### config.mk
export PLATFORM = sky130hd
export DESIGN_NAME = seq_gen_flat
export DESIGN_NICKNAME = d
export VERILOG_FILES = /design/src/rtl/seq_gen_if.sv /design/src/rtl/seq_gen.sv /design/src/flat_wrapper.sv
export SDC_FILE = /design/constraint.sdc
export NUM_CORES = 1
export LEC_CHECK = 0
export BUFFER_PORTS_ARGS = -buffer_cell sky130_fd_sc_hd__buf_2
export CORE_UTILIZATION = 35
export DETAILED_ROUTE_END_ITERATION = 12
export PLACE_DENSITY_LB_ADDON = 0.2
export SLEW_MARGIN = 20
export SYNTH_ARGS = -nofsm -noshare
export SYNTH_HDL_FRONTEND = slang
export SYNTH_SLANG_ARGS = --single-unit
### constraint.sdc
create_clock -name clk -period 1.5 [get_ports clk]
set_input_delay 0.075 -clock clk [delete_from_list [all_inputs] [get_ports clk]]
set_output_delay 0.075 -clock clk [all_outputs]
set_load 0.01 [all_outputs]
### src/rtl/seq_gen_if.sv
// rtl/seq_gen_if.sv - control and serial-output bundle of the sequence transmitter
interface seq_gen_if #(
    parameter int DATA_W = 4
);
    logic              start;
    logic              stop;
    logic              bit_en;
    logic [DATA_W-1:0] pattern;
    logic              ser_bit;
    logic              ser_vld;
    logic              busy;
    logic              done;
    logic [7:0]        word_cnt;

    modport master (
        output start, stop, bit_en, pattern,
        input  ser_bit, ser_vld, busy, done, word_cnt
    );

    modport slave (
        input  start, stop, bit_en, pattern,
        output ser_bit, ser_vld, busy, done, word_cnt
    );
endinterface

### src/rtl/seq_gen.sv
// rtl/seq_gen.sv - parallel-to-serial pattern transmitter, MSB first, with idle gap
// Optional SEQ_GEN_REPEAT_EN: END recaptures the pattern and keeps transmitting until stop.
module seq_gen #(
    parameter int DATA_W    = 4,
    parameter int GAP_TICKS = 2
) (
    input  logic     clk,
    input  logic     rst_n,
    seq_gen_if.slave bus
);
    localparam int BW = (DATA_W > 2) ? $clog2(DATA_W) : 1;
    localparam int GW = (GAP_TICKS > 2) ? $clog2(GAP_TICKS) : 1;
    localparam logic [BW-1:0] BIT_LAST = BW'(DATA_W - 1);
    localparam logic [GW-1:0] GAP_LAST = GW'(GAP_TICKS - 1);

    typedef enum logic [1:0] {
        S_IDLE  = 2'd0,
        S_SHIFT = 2'd1,
        S_GAP   = 2'd2,
        S_END   = 2'd3
    } state_t;

    state_t            state;
    state_t            state_nxt;
    logic [DATA_W-1:0] shift_reg;
    logic [BW-1:0]     bit_cnt;
    logic [GW-1:0]     gap_cnt;
    logic              ser_bit_q;
    logic              ser_vld_q;
    logic              done_q;
    logic [7:0]        word_cnt_q;

    logic capture;
    logic shift;
    logic gap_tick;
    logic enter_end;
    logic enter_idle;

    always_ff @(posedge clk or negedge rst_n) begin
        if (!rst_n) begin
            state <= S_IDLE;
        end else begin
            state <= state_nxt;
        end
    end

    // stop overrides every other event, including the END bookkeeping
    always_comb begin
        state_nxt = state;
        capture   = 1'b0;
        shift     = 1'b0;
        gap_tick  = 1'b0;
        if (bus.stop) begin
            state_nxt = S_IDLE;
        end else begin
            case (state)
                S_IDLE: begin
                    if (bus.start) begin
                        capture   = 1'b1;
                        state_nxt = S_SHIFT;
                    end
                end
                S_SHIFT: begin
                    if (bus.bit_en) begin
                        shift = 1'b1;
                        if (bit_cnt == BIT_LAST) begin
                            state_nxt = (GAP_TICKS > 0) ? S_GAP : S_END;
                        end
                    end
                end
                S_GAP: begin
                    if (bus.bit_en) begin
                        gap_tick = 1'b1;
                        if (gap_cnt == GAP_LAST) begin
                            state_nxt = S_END;
                        end
                    end
                end
                S_END: begin
`ifdef SEQ_GEN_REPEAT_EN
                    capture   = 1'b1;
                    state_nxt = S_SHIFT;
`else
                    state_nxt = S_IDLE;
`endif
                end
                default: state_nxt = S_IDLE;
            endcase
        end
    end

    assign enter_end  = (state_nxt == S_END) && (state != S_END);
    assign enter_idle = (state_nxt == S_IDLE);

    always_ff @(posedge clk or negedge rst_n) begin
        if (!rst_n) begin
            shift_reg  <= '0;
            bit_cnt    <= '0;
            gap_cnt    <= '0;
            ser_bit_q  <= 1'b0;
            ser_vld_q  <= 1'b0;
            done_q     <= 1'b0;
            word_cnt_q <= 8'd0;
        end else begin
            ser_vld_q <= shift;
            done_q    <= enter_end;
            if (enter_end) begin
                word_cnt_q <= word_cnt_q + 8'd1;
            end

            if (capture) begin
                shift_reg <= bus.pattern;
                bit_cnt   <= '0;
            end else if (shift) begin
                shift_reg <= {shift_reg[DATA_W-2:0], 1'b0};
                bit_cnt   <= bit_cnt + BW'(1);
            end

            if (shift) begin
                ser_bit_q <= shift_reg[DATA_W-1];
            end else if (enter_idle) begin
                ser_bit_q <= 1'b0;
            end

            if (state != S_GAP) begin
                gap_cnt <= '0;
            end else if (gap_tick) begin
                gap_cnt <= gap_cnt + GW'(1);
            end
        end
    end

    assign bus.ser_bit  = ser_bit_q;
    assign bus.ser_vld  = ser_vld_q;
    assign bus.done     = done_q;
    assign bus.word_cnt = word_cnt_q;
    assign bus.busy     = (state != S_IDLE);
endmodule

### src/flat_wrapper.sv
// flat-port wrapper written by rule: the top's interface ports become plain ports
module seq_gen_flat 
#(
    parameter int DATA_W    = 4,
    parameter int GAP_TICKS = 2
)
  (clk, rst_n, bus_start, bus_stop, bus_bit_en, bus_pattern, bus_ser_bit, bus_ser_vld, bus_busy, bus_done, bus_word_cnt);
  seq_gen_if #(.DATA_W(DATA_W)) bus_i ();
  input  logic clk;
  input  logic rst_n;
  input wire logic [$bits(bus_i.start)-1:0] bus_start;
  input wire logic [$bits(bus_i.stop)-1:0] bus_stop;
  input wire logic [$bits(bus_i.bit_en)-1:0] bus_bit_en;
  input wire logic [$bits(bus_i.pattern)-1:0] bus_pattern;
  output wire logic [$bits(bus_i.ser_bit)-1:0] bus_ser_bit;
  output wire logic [$bits(bus_i.ser_vld)-1:0] bus_ser_vld;
  output wire logic [$bits(bus_i.busy)-1:0] bus_busy;
  output wire logic [$bits(bus_i.done)-1:0] bus_done;
  output wire logic [$bits(bus_i.word_cnt)-1:0] bus_word_cnt;
  assign bus_i.start = bus_start;
  assign bus_i.stop = bus_stop;
  assign bus_i.bit_en = bus_bit_en;
  assign bus_i.pattern = bus_pattern;
  assign bus_ser_bit = bus_i.ser_bit;
  assign bus_ser_vld = bus_i.ser_vld;
  assign bus_busy = bus_i.busy;
  assign bus_done = bus_i.done;
  assign bus_word_cnt = bus_i.word_cnt;
  seq_gen #(.DATA_W(DATA_W), .GAP_TICKS(GAP_TICKS)) u_core (.clk(clk), .rst_n(rst_n), .bus(bus_i));
endmodule
---- Yosys cells after proc, flatten, opt, wreduce, memory -nomap -nowiden ----
Index checks and enable logic that the tools add are counted.
operators by class
  reductions and logical operators ........ 7
  mux-type cells .......................... 23
  multiply operators ...................... 0
  div/mod/pow operators ................... 0
  add/subtract/negate cells ............... 3
  shift-type cells ........................ 0
  bitwise gates (word level) .............. 0
  eq/ne operators ......................... 7
  $lt $le $gt $ge ......................... 0
operators by type and width
  operator             count
  $mux 2               8
  $mux 1               12
  $add 8x1->8 const B  1
  $eq 2x2->1 const B   4
  $mux 4               2
  $pmux 2 s4           1
  $reduce_bool 2->1    4
  $logic_not 2->1      2
  $ne 2x2->1 const B   2
  $add 2x1->2 const B  1
  $eq 2x1->1 const B   1
  $add 1x1->1 const B  1
  $logic_and 1x1->1    1
storage, ports and cells
  RAM bits ................................ 0
  word-level logic and storage cells ...... 48
  latch bits .............................. 0
  memories kept ........................... 0
  register bits ........................... 20
  bits in read-only memories .............. 0

---- Longest topological paths before layout ----
  word-level depth ........................ 8
  mapped depth ............................ 6
  gate-level depth less buffers ........... 5

---- Least setup slack after synthesis ----
Ideal clock, no wire load.
  path kind ............................... flip-flop to flip-flop
  from .................................... register u_core.state[0]
  to ...................................... register u_core.word_cnt_q[1] (netlist: u_core.bus.word_cnt[1])
  path buffers ............................ 1
  required time ........................... 1375 ps
  library setup time ...................... 125 ps
  path slack .............................. -78 ps
  period minus slack after synthesis ...... 1578 ps
  arrival time ............................ 1453 ps
  cell stages (with the launch flop) ...... 6
  cell sequence ........................... dfrtp_1 > buf_6 > nor4b_4 > a211o_4 > nand2_4 > mux2_4
on the way
  word-level cells in the longest chain between the ends .. 6
  elaborated cells between the ends (all ways) .. 14
  classes of those cells .................. eq/ne (5); mux (7); reduce/logical (2)
ends and longest elaborated chain
  item                              RTL line                      RTL
  start, declared                   seq_gen.sv:23                 state_t state;
  start signal, assigned            seq_gen.sv:43                 state <= state_nxt;
  $mux 2, on equally long branches  seq_gen.sv:74, seq_gen.sv:66
  $mux 2, on equally long branches  seq_gen.sv:72, seq_gen.sv:64
  $pmux 2 s4                        seq_gen.sv:56                 case (state)
  $mux 2                            seq_gen.sv:53                 if (bus.stop) begin
  $eq 2x2->1                        seq_gen.sv:92                 assign enter_end = (state_nxt == S_END) && (state != S_END);
  $logic_and 1x1->1 *               seq_gen.sv:92
  end signal, assigned              seq_gen.sv:108                word_cnt_q <= word_cnt_q + 8'd1;
  end, declared                     seq_gen.sv:31                 logic [7:0] word_cnt_q;
Every way passes the cells marked *; elsewhere a longest branch is shown, timed or not.
A chain may end at the register's enable or synchronous reset.

---- Worst setup path in the final report ----
Same ends and word-level chain as after synthesis.

==> impl_metrics.csv <==
group,metric,value,unit
global_route,grt_max_degree,21,
sta,finClkSkew,0.0142,ns
floorplan,start_util,0.377,
yosys,netlist_area,960,um^2
layout,largest_register_ffs,8,
run_status,status,"completed",
floorplan,core,2540,um^2
global_route,grt_first_pass_wirelength,3010,um
layout,multi_input_area,442,um^2
drt,firstDrtPassIters,4,
global_route,grt_antenna_before_repair,0,
layout,area_growth,24.3,%
cts,h-tree-depth,1,
global_route,grt_pass1_vias,709,
pwr,p_switching,275,uW
pwr,power_leakage,0.000601,uW
critical_path,crit_path_cell_trace,"nor2b_1 > a211o_4 > nand2_4 > mux2_4",
yosys,ys_seq_area_frac,0.522,
layout,antenna_cells,0,
floorplan,die_area,2960,um^2
place,hpwl,1240,um
drt,totalWireLength,1720,um
pwr,ir_drop,0.470,mV
yosys,ys_seq_elements,20,
cts,cts_sinks,20,
drt,drc,0,
sta,timing.final.crit_share,0.992,
pwr,intPower,781,uW
floorplan,num_rows,18,
critical_path,r2r_slack,0.01,ns
global_route,grt-ovfl-total,0,
critical_path,slowest_delay,0.47,ns
yosys,syn_avg_cell_area,12.0,um^2
cts,clk_latency,0.30,ns
cts,cts-buffers-inserted,3,
drt,drtIter0Drc,14,
cts,path_clk_slew,0.12,ns
sta,drv_slew,0,
pwr,swShare,0.260,
yosys,syn-num-nets,91,
layout,drive_gt1_frac,0.357,
critical_path,crit_family,"flip-flops",
floorplan,die_w,54.4,um
sta,setup-violations-final,0,
pwr,p_clk_frac,0.253,
layout,nets,124,
drt,dr_total_vias,709,
place,portBuffers,20,
drt,viasPerCell,4.99,
critical_path,worstPathRequired,1.70,ns
yosys,yosysTopAreaCell,"dfrtp_1",
layout,final-seq-area,503,um^2
yosys,ys_warn_count,0,
cts,cts-root-buf,"clkbuf_4",
critical_path,arrival,1.69,ns
floorplan,fp.dieH,54.4,um
sta,layout_min_cycle_time,1.49,ns
yosys,ys_types,31,
pwr,power_frac_seq,0.586,
critical_path,cp_max_fo,9,
pwr,combPwrFrac,0.161,
sta,hold_viol_final,0,
critical_path,path_class,"reg -> reg",
sta,slew_headroom,0.704,
critical_path,path_buf_inv,0,
critical_path,worstSetupEndpointType,"flip-flop",
yosys,yosysTopAreaCellShare,0.522,
cts,clock_path_buffers,2,
critical_path,start_kind,"flip-flop",
sta,worstMarginPinSlew,0.444,ns
yosys,synthTopCellsByArea,"dfrtp_1 (52%), xnor2_1 (7.3%), nand3_1 (3.1%)",
pwr,p_per_area,885,nW/um^2
sta,max_freq,672,MHz
worst_hold_path,hold_class,"in -> reg",
place,gp_congestion,0.797,
global_route,grt_use_total,0.143,
sta,tns,0,ns
sta,holdWs,0.0308,ns
critical_path,critPathSlowestCell,"dfrtp_2",
yosys,postSynthCellCount,80,
flow_run,cap_viol_max_count,0,
sta,rsz0062_at_grt,"true",
drt,drtAntennaViolNets,0,
floorplan,num_io_pins,21,
drt,avgRoutedWirePerCell,12.1,um
layout,fillers,267,
cts,cts_tree,"done",
==> cells in the final DEF, fill, tap and decap left out, types with 2 or more instances in the layout <==
| cell | n |
|---|---|
| buf_4 | 6 |
| nand2_1 | 7 |
| o21ai_0 | 3 |
| buf_2 | 20 |
| nand4b_1 | 2 |
| dfrtp_1 | 18 |
| nand3_1 | 6 |
| a22o_1 | 2 |
| nand4_1 | 2 |
| nor2_1 | 3 |
| mux2i_1 | 2 |
| clkbuf_4 | 3 |
| dfrtp_2 | 2 |
| dlygate4sd3_1 | 3 |
| and3_1 | 3 |
| xnor2_1 | 8 |
| nor2b_1 | 2 |
==> power groups by stage <==
stage / Clock [uW] / Sequential (uW) / Combinational [uW]
6_report: 267 / 618 / 170
5_1_grt: 301 / 625 / 195
4_1_cts: 279 / 619 / 162
3_5_place_dp: 0 / 629 / 156
3_3_place_gp: 0 / 627 / 151
2_1_floorplan: 0 / 621 / 109
==> path summary, 6_finish.rpt <==
check	startpoint	end	depth (start not counted)
worst min register to register	u_core.bus.word_cnt[7]$_DFFE_PN0P_	u_core.bus.word_cnt[7]$_DFFE_PN0P_	1
worst max register to register	u_core.state[0]$_DFF_PN0_	u_core.bus.word_cnt[1]$_DFFE_PN0P_	4
max in group asynchronous	rst_n	u_core.state[0]$_DFF_PN0_	2
worst max-delay path	u_core.state[0]$_DFF_PN0_	u_core.bus.word_cnt[1]$_DFFE_PN0P_	4
worst min-delay path	bus_pattern[0]	u_core.shift_reg[0]$_DFFE_PN0P_	2
min in group asynchronous	rst_n	u_core.bus.word_cnt[1]$_DFFE_PN0P_	2
==> final cells by class <==
class                   instances  share of cell area
flip-flops and latches         20               0.422
multi-input cells              57               0.370
repair buffers                 30               0.151
well taps                      30              0.0315
clock buffers                   4              0.0220
inverters                       1             0.00315
==> cells in the mapped netlist <==
master / instances
dfrtp_1: 20
xnor2_1: 8
nand2_1: 7
nand3_1: 6
and3_1: 3
nor2_1: 3
o21ai_0: 3
a22o_1: 2
ha_1: 2
mux2i_1: 2
nand4_1: 2
nand4b_1: 2
nor2b_1: 2
a211o_4: 1
a21oi_1: 1
a21oi_4: 1
a22oi_1: 1
and4_1: 1
and4b_1: 1
buf_2: 1
buf_6: 1
inv_1: 1
mux2_2: 1
mux2_4: 1
nand2_4: 1
nand2b_1: 1
nor4b_4: 1
nor4bb_1: 1
o21bai_1: 1
or2_2: 1
or3_1: 1
==> cells by family (layout without fill, tap and decap cells) <==
family	after synthesis	in the layout	synth area share
fa+ha+maj	2	2	0.0261
compound gates	10	10	0.0900
buf+inv	3	35	0.0209
mux	4	4	0.0482
flops	20	20	0.522
xor+xnor	8	8	0.0730
simple gates	33	33	0.220
==> routing by layer <==
metal / GRT usage / vias to the layer above / share of wire
met5: 0 / - / 0
met4: 0.0641 / 0 / 0.0087
met3: 0.0250 / 2 / 0.032
met2: 0.220 / 10 / 0.45
met1: 0.196 / 345 / 0.50
li1: - / 352 / -
==> metrics by stage <==
step | setup WS, ns | instances | cell area, um^2 | util | total power [uW]
after CTS | 0.0125 | 138 | 1160 | 0.457 | 1060
after global placement | 0.0114 | 131 | 1100 | 0.434 | 777
after detailed placement | -0.0235 | 131 | 1100 | 0.434 | 785
after global routing | -0.0579 | 142 | 1190 | 0.469 | 1120
after floorplan | -0.0315 | 80 | 961 | - | 729
final | 0.0121 | 142 | 1190 | 0.469 | 1060
==> timing repair <==
| action | CTS | global route |
|---|---|---|
| hold endpoints to repair | 22 | 0 |
| hold buffers | 3 | 0 |
| pin swaps | 1 | 4 |
| gates resized for setup | 1 | 2 |
| endpoints found under the setup margin | 1 | 6 |
| buffers inserted | 0 | 4 |
(Power assumes the default switching activity.)
